===== src/rtl/parallel_add_pkg.sv =====
// Shared definitions for the parallel add pipeline: mode encoding and the
// per-lane add-with-wrap/saturate arithmetic used by every lane instance.
package parallel_add_pkg;

    localparam logic MODE_WRAP = 1'b0;
    localparam logic MODE_SAT  = 1'b1;

    // Widest lane the helper supports; lanes narrower than this are handled
    // by masking down to the requested width.
    localparam int LANE_MAX_W = 64;

    // Adds incr to a within a width-bit field. The sum keeps one extra bit,
    // so the bit above the field is the carry. In saturate mode a carry clamps
    // the result to all-ones; in wrap mode it is simply dropped.
    function automatic logic [LANE_MAX_W-1:0] lane_add(
        input logic [LANE_MAX_W-1:0] a,
        input logic [LANE_MAX_W-1:0] incr,
        input logic                  sat,
        input int                    width
    );
        logic [LANE_MAX_W-1:0] mask;
        logic [LANE_MAX_W:0]   sum;
        logic                  carry;
        mask  = {LANE_MAX_W{1'b1}} >> (LANE_MAX_W - width);
        sum   = {1'b0, a & mask} + {1'b0, incr & mask};
        carry = |(sum >> width);
        if (sat == MODE_SAT && carry) begin
            lane_add = mask;
        end else begin
            lane_add = sum[LANE_MAX_W-1:0] & mask;
        end
    endfunction

endpackage


===== src/rtl/parallel_add_lane.sv =====
// One lane of the datapath: a WIDTH-bit constant add with wrap or saturate.
// Purely combinational; the pipeline registers live in the top module.
module parallel_add_lane #(
    parameter int          WIDTH = 8,
    parameter int unsigned INCR  = 1
) (
    input  logic [WIDTH-1:0] a,
    input  logic             sat,
    output logic [WIDTH-1:0] y
);
    import parallel_add_pkg::*;

    // The helper masks INCR to WIDTH bits, which gives the truncation of an
    // oversized constant for free.
    localparam logic [LANE_MAX_W-1:0] INCR_EXT = LANE_MAX_W'(INCR);

    // Lane result: widen the operand, add, and keep the low WIDTH bits.
    always_comb begin
        y = WIDTH'(lane_add(LANE_MAX_W'(a), INCR_EXT, sat, WIDTH));
    end

endmodule


===== src/rtl/parallel_add_pipe.sv =====
// Multi-lane "+INCR" datapath behind a STAGES-deep valid/ready pipeline.
// Every stage can advance independently, so bubbles collapse and the block
// holds up to STAGES beats under backpressure without ever overwriting a
// valid stalled stage.
module parallel_add_pipe #(
    parameter int          WIDTH  = 8,
    parameter int          LANES  = 4,
    parameter int          STAGES = 2,
    parameter int unsigned INCR   = 1
) (
    input  logic                   CLK,
    input  logic                   RESET,
    input  logic                   CE,
    input  logic [LANES*WIDTH-1:0] I,
    input  logic                   sat_mode,
    input  logic                   valid_data_in,
    output logic                   ready_data_in,
    output logic [LANES*WIDTH-1:0] O,
    output logic                   valid_data_out,
    input  logic                   ready_data_out
);
    import parallel_add_pkg::*;

    localparam int DW = LANES * WIDTH;

    logic [DW-1:0]     lane_result;
    logic [STAGES-1:0] stage_valid;
    logic [STAGES-1:0] adv;
    logic [DW-1:0]     stage_data [STAGES];

    for (genvar k = 0; k < LANES; k++) begin : g_lane
        parallel_add_lane #(
            .WIDTH (WIDTH),
            .INCR  (INCR)
        ) u_lane (
            .a   (I[k*WIDTH +: WIDTH]),
            .sat (sat_mode),
            .y   (lane_result[k*WIDTH +: WIDTH])
        );
    end

    // A stage may advance when downstream takes the output or when any stage
    // from it to the output is empty; written flat to avoid a bit-serial loop.
    always_comb begin
        adv = '0;
        for (int s = 0; s < STAGES; s++) begin
            adv[s] = ready_data_out |
                     (|(~stage_valid & ({STAGES{1'b1}} << s)));
        end
    end

    // Stage registers: stage 0 captures the lane results, later stages shift
    // forward whenever they are allowed to advance; CE low freezes everything.
    always_ff @(posedge CLK) begin
        if (RESET) begin
            stage_valid <= '0;
            for (int s = 0; s < STAGES; s++) begin
                stage_data[s] <= '0;
            end
        end else if (CE) begin
            if (adv[0]) begin
                stage_valid[0] <= valid_data_in;
                stage_data[0]  <= lane_result;
            end
            for (int s = 1; s < STAGES; s++) begin
                if (adv[s]) begin
                    stage_valid[s] <= stage_valid[s-1];
                    stage_data[s]  <= stage_data[s-1];
                end
            end
        end
    end

    assign ready_data_in  = CE & adv[0];
    assign valid_data_out = CE & stage_valid[STAGES-1];
    assign O              = stage_data[STAGES-1];

endmodule


===== config.mk =====
export PLATFORM = sky130hd
export DESIGN_NAME = parallel_add_pipe
export DESIGN_NICKNAME = d
export VERILOG_FILES = /design/src/rtl/parallel_add_pkg.sv /design/src/rtl/parallel_add_lane.sv /design/src/rtl/parallel_add_pipe.sv
export SDC_FILE = /design/constraint.sdc
export NUM_CORES = 1
export LEC_CHECK = 0
export BUFFER_PORTS_ARGS = -buffer_cell sky130_fd_sc_hd__buf_4
export CORE_MARGIN = 3
export CORE_UTILIZATION = 58
export CTS_CLUSTER_SIZE = 16
export DETAILED_ROUTE_END_ITERATION = 8
export GPL_TIMING_DRIVEN = 0
export PLACE_DENSITY = 0.84
export RECOVER_POWER = 50
export SETUP_SLACK_MARGIN = 0.15
export SLEW_MARGIN = 20
export SYNTH_ARGS = -nofsm -noshare
export SYNTH_HDL_FRONTEND = slang
export SYNTH_SLANG_ARGS = --single-unit

===== constraint.sdc =====
create_clock -name CLK -period 5.7 [get_ports CLK]
set_clock_uncertainty 0.05 [all_clocks]
set_input_delay 0.285 -clock CLK [delete_from_list [all_inputs] [get_ports CLK]]
set_output_delay 0.285 -clock CLK [all_outputs]
set_load 0.05 [all_outputs]

Yosys cells after proc, flatten, opt, wreduce, memory -nomap -nowiden

Memory sizes are Yosys's and may differ from the RTL's.
Cells that the tools add are included.

Bits in registers: 2
Bits in latches: 0
Memory bits (writable): 64
Bits in read-only memories: 0
Input bits: 38
Memories kept: 1

Memory list:

| memory     | words | bits a word | read ports | clocked after Yosys merged registers in | wr ports | RTL line                | source |
|---|---|---|---|---|---|---|---|
| stage_data | 2     | 32          | 2          | 0                                       | 2        | parallel_add_pipe.sv:29 | `logic [DW-1:0] stage_data [STAGES];` |

$add $sub $neg: 4
Multipliers: 0
Divide/modulo/power cells: 0
Order comparisons: 0
Equal/unequal tests: 0
Shift operators: 0
Multiplexer cells: 16
Bitwise logic cells: 7
Reduce and logical (&&, ||, !) cells: 11

Operators by type and width:

| kind                                        | number |
|---|---|
| OR reduction 57 bit                         | 4 |
| 2-to-1 mux 32 bit                           | 2 |
| adder 8 x 1 -> 9 bit, second input constant | 4 |
| 2-to-1 mux 8 bit                            | 4 |
| 2-to-1 mux 1 bit                            | 10 |
| logical AND 1 bit                           | 4 |
| OR 1 bit                                    | 4 |
| AND reduction 2 bit                         | 2 |
| bitwise AND 1 bit                           | 2 |
| inverter 2 bit                              | 1 |
| OR reduction 2 bit                          | 1 |

Longest topological paths before layout

Depth after elaboration: 8
Gate-level depth with buffers: 5

Cells and area by module

A second synthesis with hierarchy kept.

Cell total of the unflattened synthesis: 286
Area total of the unflattened synthesis: 3865.0 um2

By module, submodules not included:

| module            | instances | cells each | area each (um2) | sequential area each (um2) |
|---|---|---|---|---|
| parallel_add_pipe | 1         | 190        | 3209.3          | 1961.9 |
| parallel_add_lane | 4         | 24         | 163.9           | 0.0 |

Worst setup path after synthesis

No wires, ideal clock.

Path kind: flip-flop to flip-flop
From: register stage_valid[0]
To: memory stage_data[0][0] (netlist name), enable pin
Setup time: 466 ps
Arrival time: 2630 ps
Path slack: 2555 ps
Stages on the path, launching flop included: 2
Buffers on the path: 0
Cell sequence: dfxtp_1 -> o21ai_0

RTL lines:

| item                             | RTL line                | source |
|---|---|---|
| start: declaration               | parallel_add_pipe.sv:27 | `logic [STAGES-1:0] stage_valid;` |
| start signal: assignment         | parallel_add_pipe.sv:62 | `stage_valid[0] <= valid_data_in;` |
| start signal: indexed assignment | parallel_add_pipe.sv:67 | `stage_valid[s] <= stage_valid[s-1];` |
| end: declaration                 | parallel_add_pipe.sv:29 |  |

==> results.toml <==
[sta]
fin_crit_ns = 2.57
hold_viol = 0
maxSlewViolCount = 15
setup_viol = 0
finalWorstSetupSlack_ns = 3.13
max_freq_mhz = 390
finalCritPeriodShare = 0.450
max-slew-margin-rel = -0.362
rsz0062_at_grt = "false"
setup_tns_ns = 0
whs_ns = 0.0868
tightest_slew_ns = 2.02

[synth]
synth_seq_cells = 66
synth_nets = 313
async_reset_ff_frac = 0
synth_cell_type_count = 39
avgSynthCellArea_um2 = 12.2
syn-instance-count = 271
ys.warnings.count = 0
netlist_area_um2 = 3320
synth_flop_cell = "edfxtp_1"
ys_seq_area_frac = 0.591
synth_edf_count = 64

[clock_network]
clk_pin_slew_ns = 0.06
clock_path_buffers = 2
cts_setup_buffers = 0
h-tree-depth = 3
cts_buffers = 9
clock_sink_count = 66
ctsResizeCount = 0
cts_root_buffer = "clkbuf_8"
holdBufCountCts = 0
cts_tree = "done"
clock_latency_ns = 0.33

[critical_path]
worstSetupEndpointType = "flip-flop"
crit_fanout = 18
cp_num_buf_inv = 1
path_delay_family = "compound AO/OA/AOI/OAI gates"
r2r_slack_ns = 3.13
critPathRequiredTime_ns = 5.67
cpMaxStageDelayCell = "o21ai_0"
path_depth = 2
cp-start-kind = "flip-flop"
critical_path_class = "reg2reg"
crit_arrival_ns = 2.54
slowest_delay_ns = 1.56
crit_chain = "o21ai_0, buf_8"
reg2regPathDepth = 2

[final_layout]
antenna_cells = 0
final_area_um2 = 4000
n_fill_cell = 376
nets = 396
final_cells = 429
drive_above_1_share = 0.290
area_delta_synth_final_pct = 20.5
final_core_util = 0.754

[grt]
overflow = 0
first_global_vias = 2037
grt_pass1_wl_mm = 9.67
grt.total_usage = 0.198
antenna_found_initial = 0
grt_max_degree = 33

[placed_design]
dp_hpwl_mm = 4.41
dpl.cell_count = 413
gp_congestion = 0.851
io_buffers = 71
place_ws_ns = 3.68
place_area_um2 = 3960

[routing]
vias = 2314
drc_errors = 0
drt-initial-drc-count = 148
wl_per_cell_um = 14.7
first_pass_iters = 4
totalWireLength_mm = 6.30
ant_nets = 0
routed_via_density = 5.39

[floorplan]
rows = 26
die_area_um2 = 6660
die_w_um = 81.6
core_um2 = 5300
fp.dieH_um = 81.6
boundaryPins = 72
initial_utilization = 0.626

[worst_hold_path]
hold_class = "in2reg"
hold_depth = 2

[pwr]
powerDensity_nw_per_um2 = 291
p_leak_nw = 1.66
power_mw = 1.16
peakVddDrop_mv = 0.205

[outcome]
failed_checks = "max-capacitance violations, max-slew violations"
status = "finished with violations"

[flow_run]
maxCapViolations = 1
-- layout make-up --
cell class | count | area, um^2 | area share
inverters | 8 | 30.0 | 0.00751
flip-flops and latches | 66 | 1960 | 0.491
repair buffers | 72 | 424 | 0.106
well taps | 70 | 87.6 | 0.0219
clock buffers | 13 | 139 | 0.0347
plain buffers | 41 | 278 | 0.0695
multi-input cells | 156 | 1010 | 0.253
clock inverters | 3 | 65.1 | 0.0163
-- Yosys cell counts, types with 2 or more instances --
cell type,instances,area (um^2)
nand3b_1,2,15.0
nor2_1,4,15.0
ha_1,4,50.1
inv_1,7,26.3
buf_4,32,240
and2_2,13,97.6
a2111oi_0,2,17.5
and3_1,11,68.8
nand4_1,12,75.1
and2_1,22,138
a21oi_1,21,105
a211oi_1,3,22.5
clkbuf_1,2,7.51
xnor2_1,5,43.8
edfxtp_1,64,1920
nand3_1,5,25.0
o211a_1,2,20.0
buf_2,4,20.0
buf_6,3,33.8
a311oi_1,4,35.0
o21ai_0,2,10.0
nand2_1,10,37.5
a31o_2,2,17.5
and4_1,4,35.0
dfxtp_1,2,40.0
a31oi_1,7,43.8
nor3_1,10,50.1
-- final timing paths --
kind	start	end
setup / recovery	stage_valid[0]$_SDFFE_PP0P_	stage_data[0][22]$_SDFFCE_PN0P_
hold reg to reg	stage_data[0][25]$_SDFFCE_PN0P_	stage_data[0][57]$_SDFFCE_PN0P_
setup reg to reg	stage_valid[0]$_SDFFE_PP0P_	stage_data[0][22]$_SDFFCE_PN0P_
hold / removal	RESET	stage_valid[1]$_SDFFE_PP0P_
-- per-layer routing --
layer,GRT usage,part of all wire,vias up
met5,0,0,-
met4,0.101,0.026,0
met3,0.0395,0.075,18
met2,0.310,0.46,113
met1,0.264,0.44,1027
li1,-,-,1156
-- cells in the final DEF, fill, tap and decap left out, drive strengths merged --
cell,n
nor3,10
nand4,12
nor4bb,1
inv,8
a22oi,1
nor3b,1
a31oi,7
xnor2,5
and4,4
or3,1
clkinv,1
nand3b,2
edfxtp,64
a311oi,4
a31o,2
a211oi,3
dfxtp,2
bufinv,2
clkbuf,52
a21oi,21
o311a,1
a41oi,1
ha,4
nand2,10
a2111oi,2
o21a,1
o21ai,2
buf,74
and3,11
nor2,4
nor2b,1
o21ba,1
and2,35
nand3,5
o211a,2
a22o,1
o21bai,1
-- cell families (layout without fill, tap and decap cells) --
family,after synthesis,count (layout),synth area share
AO/OA/AOI/OAI,50,50,0.100
XOR/XNOR,5,5,0.0132
adder cells (fa/ha/maj),4,4,0.0151
buffers and inverters,49,137,0.100
flip-flops,66,66,0.591
AND/OR/NAND/NOR,97,97,0.180
-- report_power, final --
part / internal (mW) / switching [mW] / leakage [nW]
Sequential: 0.570 / 0.0105 / 0.734
Clock: 0.246 / 0.157 / 0.102
Combinational: 0.0626 / 0.118 / 0.828
-- registers in the layout, summed over array words and instances (netlist names) --
register	count
stage_data	64
stage_valid	2
No activity file was read; power rests on OpenSTA's default activity.
